## config.mk

```make
export PLATFORM = sky130hd
export DESIGN_NAME = uart_rx_frame_ctrl
export DESIGN_NICKNAME = d
export VERILOG_FILES = /design/src/rtl/uart_rx_frame_ctrl.sv
export SDC_FILE = /design/constraint.sdc
export NUM_CORES = 1
export LEC_CHECK = 0
export BUFFER_PORTS_ARGS = -buffer_cell sky130_fd_sc_hd__buf_2
export CAP_MARGIN = 0
export CORE_MARGIN = 2
export CORE_UTILIZATION = 65
export CTS_CLUSTER_DIAMETER = 120
export DETAILED_ROUTE_END_ITERATION = 12
export PLACE_DENSITY = 0.88
export REMOVE_ABC_BUFFERS = 1
export SYNTH_ARGS = -nofsm -noshare
export SYNTH_HDL_FRONTEND = slang
export SYNTH_SLANG_ARGS = --single-unit
```

## constraint.sdc

```tcl
create_clock -name clk -period 5.71 [get_ports clk]
set_input_delay 0.2855 -clock clk [delete_from_list [all_inputs] [get_ports clk]]
set_output_delay 0.2855 -clock clk [all_outputs]
set_load 0.01 [all_outputs]
```

## src/rtl/uart_rx_frame_ctrl.sv

```systemverilog
// Frame controller behind a UART receiver: sync / length / payload / checksum
// parsing into a small buffer that the consumer drains and then releases.
module uart_rx_frame_ctrl #(
   parameter logic [7:0] SYNC_BYTE     = 8'hA5,
   parameter int         MAX_LEN       = 16,
   parameter int         TIMEOUT_TICKS = 320
) (
   input  logic       clk,
   input  logic       reset,
   input  logic       rx_done,
   input  logic [7:0] rx_data,
   input  logic       s_tick,
   input  logic       rd_en,
   input  logic       frame_ack,
   output logic [7:0] rd_data,
   output logic       rd_empty,
   output logic       frame_valid,
   output logic [4:0] frame_len,
   output logic       err_checksum,
   output logic       err_length,
   output logic       err_timeout,
   output logic       err_overrun,
   output logic       busy
);

   localparam int            TW        = $clog2(TIMEOUT_TICKS + 1);
   localparam logic [TW-1:0] TOUT_LAST = TW'(TIMEOUT_TICKS - 1);
   localparam logic [7:0]    MAX_LEN_B = 8'(MAX_LEN);

   typedef enum logic [2:0] {IDLE, LEN, PAYLOAD, CSUM, DONE} state_t;

   state_t        state, state_nxt;
   logic          rx_done_q;
   logic          armed;
   logic          byte_ev;
   logic [4:0]    len_q;
   logic [4:0]    wr_ptr;
   logic [4:0]    rd_ptr;
   logic [7:0]    sum;
   logic [7:0]    sum_plus;
   logic [TW-1:0] tout_cnt;
   logic          tout_hit;
   logic          len_ok;
   logic          set_checksum, set_length, set_timeout, set_overrun;
   logic [7:0]    buffer [0:31];

   // armed masks the first cycle after reset so a level already high is not an edge
   assign byte_ev  = rx_done & ~rx_done_q & armed;
   assign sum_plus = sum + rx_data;
   assign len_ok   = (rx_data != 8'd0) && (rx_data <= MAX_LEN_B);
   assign tout_hit = s_tick && (tout_cnt == TOUT_LAST);

   // NOTE: sequential state uses non-blocking assignments so every flop samples pre-edge values.
   always_ff @(posedge clk or negedge reset) begin
      if (!reset) begin
         state <= IDLE;
      end else begin
         state <= state_nxt;
      end
   end

   // NOTE: every comb output gets a default first, otherwise a missed branch infers a latch.
   always_comb begin
      state_nxt    = state;
      set_checksum = 1'b0;
      set_length   = 1'b0;
      set_timeout  = 1'b0;
      set_overrun  = 1'b0;
      case (state)
         IDLE: begin
            if (byte_ev && rx_data == SYNC_BYTE) state_nxt = LEN;
         end
         LEN: begin
            if (byte_ev) begin
               if (len_ok) begin
                  state_nxt = PAYLOAD;
               end else begin
                  set_length = 1'b1;
                  state_nxt  = IDLE;
               end
            end else if (tout_hit) begin
               set_timeout = 1'b1;
               state_nxt   = IDLE;
            end
         end
         PAYLOAD: begin
            if (byte_ev) begin
               if (wr_ptr + 5'd1 == len_q) state_nxt = CSUM;
            end else if (tout_hit) begin
               set_timeout = 1'b1;
               state_nxt   = IDLE;
            end
         end
         CSUM: begin
            if (byte_ev) begin
               if (sum_plus == 8'd0) begin
                  state_nxt = DONE;
               end else begin
                  set_checksum = 1'b1;
                  state_nxt    = IDLE;
               end
            end else if (tout_hit) begin
               set_timeout = 1'b1;
               state_nxt   = IDLE;
            end
         end
         DONE: begin
            if (byte_ev)   set_overrun = 1'b1;
            if (frame_ack) state_nxt   = IDLE;
         end
         default: state_nxt = IDLE;
      endcase
   end

   always_ff @(posedge clk or negedge reset) begin
      if (!reset) begin
         rx_done_q    <= 1'b0;
         armed        <= 1'b0;
         len_q        <= '0;
         wr_ptr       <= '0;
         rd_ptr       <= '0;
         sum          <= '0;
         tout_cnt     <= '0;
         err_checksum <= 1'b0;
         err_length   <= 1'b0;
         err_timeout  <= 1'b0;
         err_overrun  <= 1'b0;
      end else begin
         rx_done_q    <= rx_done;
         armed        <= 1'b1;
         err_checksum <= set_checksum;
         err_length   <= set_length;
         err_timeout  <= set_timeout;
         err_overrun  <= set_overrun;

         if (byte_ev || state == IDLE || state == DONE || state_nxt == IDLE) begin
            tout_cnt <= '0;
         end else if (s_tick) begin
            tout_cnt <= tout_cnt + TW'(1);
         end

         case (state)
            IDLE: begin
               if (byte_ev && rx_data == SYNC_BYTE) begin
                  sum    <= '0;
                  wr_ptr <= '0;
                  rd_ptr <= '0;
               end
            end
            LEN: begin
               if (byte_ev && len_ok) begin
                  len_q <= rx_data[4:0];
                  sum   <= rx_data;
               end
            end
            PAYLOAD: begin
               if (byte_ev) begin
                  wr_ptr <= wr_ptr + 5'd1;
                  sum    <= sum_plus;
               end
            end
            DONE: begin
               // release wins over a simultaneous pop
               if (frame_ack) begin
                  rd_ptr <= '0;
               end else if (rd_en && !rd_empty) begin
                  rd_ptr <= rd_ptr + 5'd1;
               end
            end
            default: ;
         endcase
      end
   end

   // NOTE: the payload buffer is plain storage and is deliberately not reset; reads are gated by rd_empty.
   always_ff @(posedge clk) begin
      if (state == PAYLOAD && byte_ev) buffer[wr_ptr] <= rx_data;
   end

   always_comb begin
      busy        = (state != IDLE);
      frame_valid = (state == DONE);
      frame_len   = (state == DONE) ? len_q : 5'd0;
      rd_empty    = !((state == DONE) && (rd_ptr < len_q));
      rd_data     = rd_empty ? 8'd0 : buffer[rd_ptr];
   end

endmodule

```

After elaboration in Yosys (flattened, before gate mapping)
Memories as Yosys holds them, arrays and structs flattened.
Cells that the tools add are included.
W data, S select, Z words.
Storage, ports and cells
  flip-flop bits (word level): 41
  output and inout bits: 20
  word-level logic and storage cells: 95
  bits in writable memories: 256
  bits of input ports: 14
  memories: 1
Memory list
  buffer: words 32, width 8, read ports 1, clocked after Yosys merged registers in 0, wr ports 1, line 45  | logic [7:0] buffer [0:31];
Cells by class
  equality and inequality tests: 11
  mux-type cells: 37
  add/sub/neg operators: 4
  magnitude comparators: 2
  reduce and logical (&&, ||, !) cells: 25
  bitwise gates (word level): 3
Operators with widths (number)
  $mux W8: 4
  $mux W5: 5
  $mux W3: 8
  $pmux W8 S3: 1
  $pmux W5 S2: 2
  $mux W9: 2
  $pmux W3 S5: 1
  $mux W1: 13
  $add A5 B1 Y5 const B: 2
  $add A9 B1 Y9 const B: 1
  $eq A9 B9 Y1 const B: 1
  $add A8 B8 Y8: 1
  $eq A8 B8 Y1 const B: 1
  $le A8 B5 Y1 const B: 1
  $logic_not A8 Y1: 1
  $reduce_bool A8 Y1: 1
  $logic_and A1 B1 Y1: 7
  $eq A3 B2 Y1 const B: 2
  $logic_not A3 Y1: 2
  $ne A2 B2 Y1 const B: 3
  $reduce_and A3 Y1: 2
  $reduce_bool A2 Y1: 3
  $reduce_bool A3 Y1: 2
  $eq A5 B5 Y1: 1
  other kinds (12): 15

Logic depth before layout (Yosys ltp)
Gate-level depths: netlist of run 1.
  depth after elaboration: 9
  mapped depth: 8
  depth with buffers taken out: 8

Worst setup path before layout of run 1
Ideal clock, no wire load.
  path kind: flip-flop to output port
  start: register rd_ptr[1]
  end: output port rd_data[3]
  path slack: 3.321 ns
  cell stages (with the launch flop): 6
  required time: 5.424 ns
  buffers on the path: 2
  data arrival time: 2.104 ns
  cell sequence: dfrtp_1 -> clkbuf_1 -> clkbuf_1 -> mux4_2 -> mux4_2 -> a22o_1
Between the ends
  longest elaborated chain between the ends: 3
  elaborated cells on any way between the ends: 4
  classes of those cells: 1 x order compare; 1 x mux; 1 x reduce/logical; 1 x memory
Ends and longest elaborated chain
  start, declared: line 38  | logic [4:0] rd_ptr;
  start signal, assigned: line 167  | rd_ptr <= rd_ptr + 5'd1;
  branches (longest 2 deep; another with $mem_v2 Z32 W8)
  $mux W8 (*): line 185  | rd_data = rd_empty ? 8'd0 : buffer[rd_ptr];
  end, declared: line 15  | output logic [7:0] rd_data,
Mark *: on every way between the ends.

Worst setup path in the final report of run 1
  start: register rd_ptr[0]
  end: output port rd_data[2]
Same word-level chain as after synthesis.

==> impl_metrics.ini, run 1 <==
[status]
status = finished clean

[place]
dpl.cell_count = 918
dp_hpwl_um = 15600
dpl_cell_area_mm2 = 0.0127
globalplace.congestion = 0.869
port_buffers = 33
dp_slack_ns = 2.34

[layout]
fillerInstances = 1032
syn_to_final_growth_pct = 9.73
final_common_cell = edfxtp_1
nets = 748
drive_gt1_share_pct = 20.5
stdcell_area_mm2 = 0.0136
layout.cells.non_filler = 970
layout_common_cells = 256 x edfxtp_1, 64 x mux4_2, 60 x nor2_1
finish.utilization_pct = 72.8
antennaDiodeCount = 0

[routing]
via_per_inst = 6.89
vias = 6679
routed_wl_um = 26400
drcViolationCount = 0
first_iter_violations = 665
wl_per_cell_um = 27.2
firstDrtPassIters = 5
ant_nets = 0

[clock_tree]
clock_latency_ns = 0.54
numCtsBuffers = 28
clk_pin_slew_ns = 0.06
clock_sinks = 297
cts_setup_buffers = 0
cts_buffer_depth = 3
cts_tree = yes
root_buffer = clkbuf_16
ctsHtreeMaxLevel = 1
ctsResizeCount = 0
cts_hold_buf = 2

[floorplan]
start_util_pct = 66.3
die-area_mm2 = 0.0202
rows = 50
fp.dieH_um = 142
core_mm2 = 0.0187
dieWidth_um = 142
pin_count = 34

[critical_path]
crit_path_end_kind = output pin
crit_type = reg -> out
crit_buf_inv = 2
required_ns = 5.42
crit_path_start_kind = flop
path_delay_family = multiplexers
critPathArrivalTime_ns = 3.59
max_stage_delay_ns = 1.05
timing.rr.start = state[2]
critical_path.slowest_cell = dfrtp_4
reg2reg_slack_ns = 2.82
path_max_fanout = 55
crit_cells = 5
cp_common_cell = mux4_2
rr_worst_depth = 4
cp_cell_sequence = buf_4 -> mux4_2 -> mux4_2 -> a22o_1 -> buf_2
rr_endpoint = buffer[17][4]

[yosys]
synth_cells = 677
synthArstFlopShare_pct = 13.8
seq_area_frac_synth_pct = 70.2
synth_top_area_cell = edfxtp_1
syn_area_mm2 = 0.0124
synthDominantCellAreaShare_pct = 61.9
ys.flop_type = edfxtp_1
synth-seq-cells = 297
avgSynthCellArea_um2 = 18.3
ys_types = 54
synth.yosys.warnings = 0
yosys-top-cells-area = edfxtp_1 62%, mux4_2 12%, dfrtp_1 8.3%
synth_edf_count = 256

[hold_path]
hold_depth = 2
holdCritStartpoint = frame_ack
min_to = state[2]
hold_path_class = in -> reg

[power]
peakVddDrop_mv = 0.253
p_total_mw = 4.21
p_leak_nw = 4.52
p_per_area_mw_per_mm2 = 309

[sta]
timing.final.hold_violations = 0
fin_skew_ns = 0.0130
whs_ns = 0.0289
period_share_pct = 67.9
timing.final.ws_setup_ns = 1.83
max_clock_freq_ghz = 0.258
setup_viol = 0
rsz0062_at_grt = no
slew_headroom_pct = 26.9
min_period_ns = 3.88
slew_violations = 0
worst_slew_pin_slew_ns = 1.10
tns_ns = 0

[global_route]
first_global_vias = 6796
gr-total-overflow = 0
grt_pass1_wl_um = 41300
track_usage_pct = 27.7
grt_max_degree = 56
antenna_found_initial = 0

[run]
maxCapViolations = 0
-- flip-flops by register name (all words and copies together), names as in the netlist --
| signal | count |
|---|---|
| sum | 8 |
| state | 3 |
| len_q | 5 |
| err_length | 1 |
| rx_done_q | 1 |
| err_timeout | 1 |
| armed | 1 |
| tout_cnt | 9 |
| buffer | 256 |
| err_checksum | 1 |
| rd_ptr | 5 |
| wr_ptr | 5 |
| err_overrun | 1 |
-- kinds of logic after synthesis --
group / count (synthesis) / synth area share (%)
and+or+nand+nor: 153 / 5.83
xor gates and xnor gates: 21 / 1.48
AOI/OAI and AO/OA: 61 / 3.33
other: 1 / 0.0302
DFF: 297 / 70.2
buffers and inverters: 40 / 1.70
muxes: 86 / 15.5
adders and majority gates: 18 / 1.88
-- where the power goes --
group	switching (mW)	internal (mW)
clock	0.756	0.984
combinational	0.0641	0.0404
sequential	0.0114	2.36
-- synthesized netlist by cell type, types with 2 or more instances --
library cell,count
or3_1,5
o21ai_0,2
o31ai_1,9
mux2_1,5
nand3b_1,4
xor2_1,9
buf_8,2
xnor2_1,12
edfxtp_1,256
o211ai_1,2
and2_1,2
o21ai_1,15
a211oi_1,2
or3b_2,2
nor3_1,3
nor2b_1,6
a21boi_1,3
buf_1,2
ha_1,17
a22oi_1,4
a22o_1,9
a21oi_1,6
o22ai_1,2
nand4_1,6
nor2_1,60
dfrtp_1,41
nand2b_1,2
nand2_1,30
a31oi_1,2
mux4_2,64
clkbuf_1,16
nor2_2,4
inv_1,11
nor4_1,4
buf_6,2
mux4_1,16
nand3_1,18
buf_2,6
-- metal layers --
layer | GRT usage [%] | routed length, um | part of all wire (%) | vias up
li1 | - | - | - | 2797
met1 | 40.2 | 10400 | 40 | 3464
met2 | 45.3 | 13100 | 50 | 366
met3 | 4.98 | 2330 | 8.8 | 52
met4 | 6.32 | 534 | 2.0 | 0
met5 | 0 | 0 | 0 | -
-- worst register-to-register path, delay by kind of cell, from the launching register on --
| family | cells | cell delay (ns) |
|---|---|---|
| flip-flops | 1 | 0.51 |
| AND/OR/NAND/NOR | 4 | 1.99 |
-- cell type report --
class | instances | area [um^2] | area share, %
Sequential cell | 297 | 8720 | 64.0
Multi-Input combinational cell | 340 | 3480 | 25.6
Inverter | 11 | 41.3 | 0.303
Clock inverter | 14 | 70.1 | 0.515
Clock buffer | 36 | 802 | 5.89
Tap cell | 234 | 293 | 2.15
Timing Repair Buffer | 38 | 208 | 1.53
-- worst max-delay path by stage --
stage	to	start
2_1_floorplan	rd_data[6]	rd_ptr[0]
3_3_place_gp	rd_data[3]	rd_ptr[0]
3_5_place_dp	rd_data[0]	rd_ptr[0]
4_1_cts	rd_data[2]	rd_ptr[0]
5_1_grt	rd_data[0]	rd_ptr[0]
6_report	rd_data[2]	rd_ptr[0]
Power figures use the tool's default switching activity.
==> run 2: changes to the inputs <==
--- a/config.mk
+++ b/config.mk
@@ -8,10 +8,10 @@
 export BUFFER_PORTS_ARGS = -buffer_cell sky130_fd_sc_hd__buf_2
 export CAP_MARGIN = 0
 export CORE_MARGIN = 2
-export CORE_UTILIZATION = 65
+export CORE_UTILIZATION = 62
 export CTS_CLUSTER_DIAMETER = 120
 export DETAILED_ROUTE_END_ITERATION = 12
-export PLACE_DENSITY = 0.88
+export PLACE_DENSITY = 0.84
 export REMOVE_ABC_BUFFERS = 1
 export SYNTH_ARGS = -nofsm -noshare
 export SYNTH_HDL_FRONTEND = slang
==> constraint.sdc (replaced) <==
create_clock -name clk -period 3.9 [get_ports clk]
set_input_delay 0.195 -clock clk [delete_from_list [all_inputs] [get_ports clk]]
set_output_delay 0.195 -clock clk [all_outputs]
set_load 0.01 [all_outputs]
==> impl_metrics.ini, run 2 (synthesized netlist as in run 1, its figures left out) <==
[status]
status = finished clean

[routing]
first_iter_violations = 767
firstDrtPassIters = 6
ant_nets = 0
wl_per_cell_um = 27.6
via_per_inst = 6.66
routed_wl_um = 27800
drcViolationCount = 0
vias = 6715

[sta]
fin_skew_ns = 0.00850
min_period_ns = 3.58
worst_slew_pin_slew_ns = 1.15
period_share_pct = 91.8
timing.final.hold_violations = 0
whs_ns = 0.0226
slew_violations = 0
max_clock_freq_ghz = 0.279
rsz0062_at_grt = no
slew_headroom_pct = 23.0
setup_viol = 0

[clock_tree]
ctsResizeCount = 0
cts_buffer_depth = 3
ctsHtreeMaxLevel = 1
cts_hold_buf = 3
root_buffer = clkbuf_16
clk_pin_slew_ns = 0.06
cts_tree = yes
clock_latency_ns = 0.54
cts_setup_buffers = 0
clock_sinks = 297
numCtsBuffers = 29

[layout]
final_common_cell = edfxtp_1
layout_common_cells = 256 x edfxtp_1, 64 x mux4_2, 60 x nor2_1
fillerInstances = 1188
finish.utilization_pct = 70.8
largest_reg_flops = 256
antennaDiodeCount = 0
nets = 753
top_regs = buffer: 256 flops, tout_cnt: 9 flops, sum: 8 flops
drive_gt1_share_pct = 20.9
regMostFlops = buffer
syn_to_final_growth_pct = 11.4

[critical_path]
required_ns = 3.70
crit_type = reg -> out
critPathArrivalTime_ns = 3.39
path_max_fanout = 43
crit_path_end_kind = output pin
crit_path_start_kind = flop
reg2reg_slack_ns = 0.91

[hold_path]
hold_path_class = in -> reg

[floorplan]
fp.dieH_um = 145
start_util_pct = 63.6
rows = 51
pin_count = 34
die-area_mm2 = 0.0212
core_mm2 = 0.0195
dieWidth_um = 145

[power]
pwr-share-seq_pct = 53.1
power_switching_mw = 1.27
p_clk_share_pct = 44.5
combPwrFrac_pct = 2.4
p_total_mw = 6.53
peakVddDrop_mv = 0.306
p_per_area_mw_per_mm2 = 473
p_sw_share_pct = 19.4
p_leak_nw = 4.60
p_int_mw = 5.27

[global_route]
gr-total-overflow = 0
grt_max_degree = 44
grt_pass1_wl_um = 42400
track_usage_pct = 27.1
first_global_vias = 6891
antenna_found_initial = 2

[place]
globalplace.congestion = 0.843
port_buffers = 33
dp_hpwl_um = 16100

[run]
maxCapViolations = 0
run 2: cell types whose count changed in the layout (fill, tap and decap cells not counted), sizes merged:
cell	previous run	this run
bufinv	0	4
clkbuf	36	44
dlygate4sd3	2	3
clkinv	13	4
clkinvlp	1	0
buf	36	39
inv	11	12
run 2: worst paths after layout:
check,startpoint,endpoint,depth (start not counted)
worst max-delay path,rd_ptr[0],rd_data[2],5
worst min-delay path,s_tick,tout_cnt[0],3
worst max register to register,state[2],buffer[3][7],4
worst min register to register,sum[0],sum[0],2
max in group asynchronous,reset,rd_ptr[0],2
min in group asynchronous,reset,tout_cnt[0],2
run 2: through the flow:
stage	setup TNS (ns)	instances	setup slack, ns	instance area (um^2)
2_1_floorplan	-1.18	648	-0.162	12200
3_3_place_gp	0	952	0.954	12800
3_5_place_dp	0	952	0.910	12800
4_1_cts	0	1008	0.266	13800
5_1_grt	0	1008	0.147	13800
6_report	0	1008	0.319	13800
run 2: power groups by stage:
stage                     logic (mW)  registers (mW)  clock network, mW
after global placement         0.146            3.53                  0
after detailed placement       0.154            3.53                  0
final                          0.159            3.47               2.91
after CTS                      0.159            3.47               2.91
after floorplan               0.0687            3.54                  0
after global routing           0.171            3.47               3.04
run 2: cell type report:
| cell class | count | area, um^2 | area share (%) |
|---|---|---|---|
| Clock buffer | 44 | 842 | 6.09 |
| Tap cell | 265 | 332 | 2.40 |
| Clock inverter | 9 | 151 | 1.10 |
| Multi-Input combinational cell | 340 | 3480 | 25.2 |
| Inverter | 11 | 41.3 | 0.299 |
| Sequential cell | 297 | 8720 | 63.1 |
| Timing Repair Buffer | 42 | 253 | 1.83 |
run 2: worst max-delay path, cell delays in order, from the launching register on:
cell     delay [ns]
dfrtp_4        0.95
buf_12         0.32
mux4_1         0.61
mux4_2         0.52
a22o_1         0.26
buf_2          0.16
run 2: metal layers:
metal / routed length, um / GRT usage, % / vias to the layer above
met5: 11 / 0 / -
li1: - / - / 2811
met2: 13500 / 43.6 / 424
met3: 2490 / 5.42 / 75
met1: 10800 / 38.0 / 3403
met4: 982 / 9.26 / 2
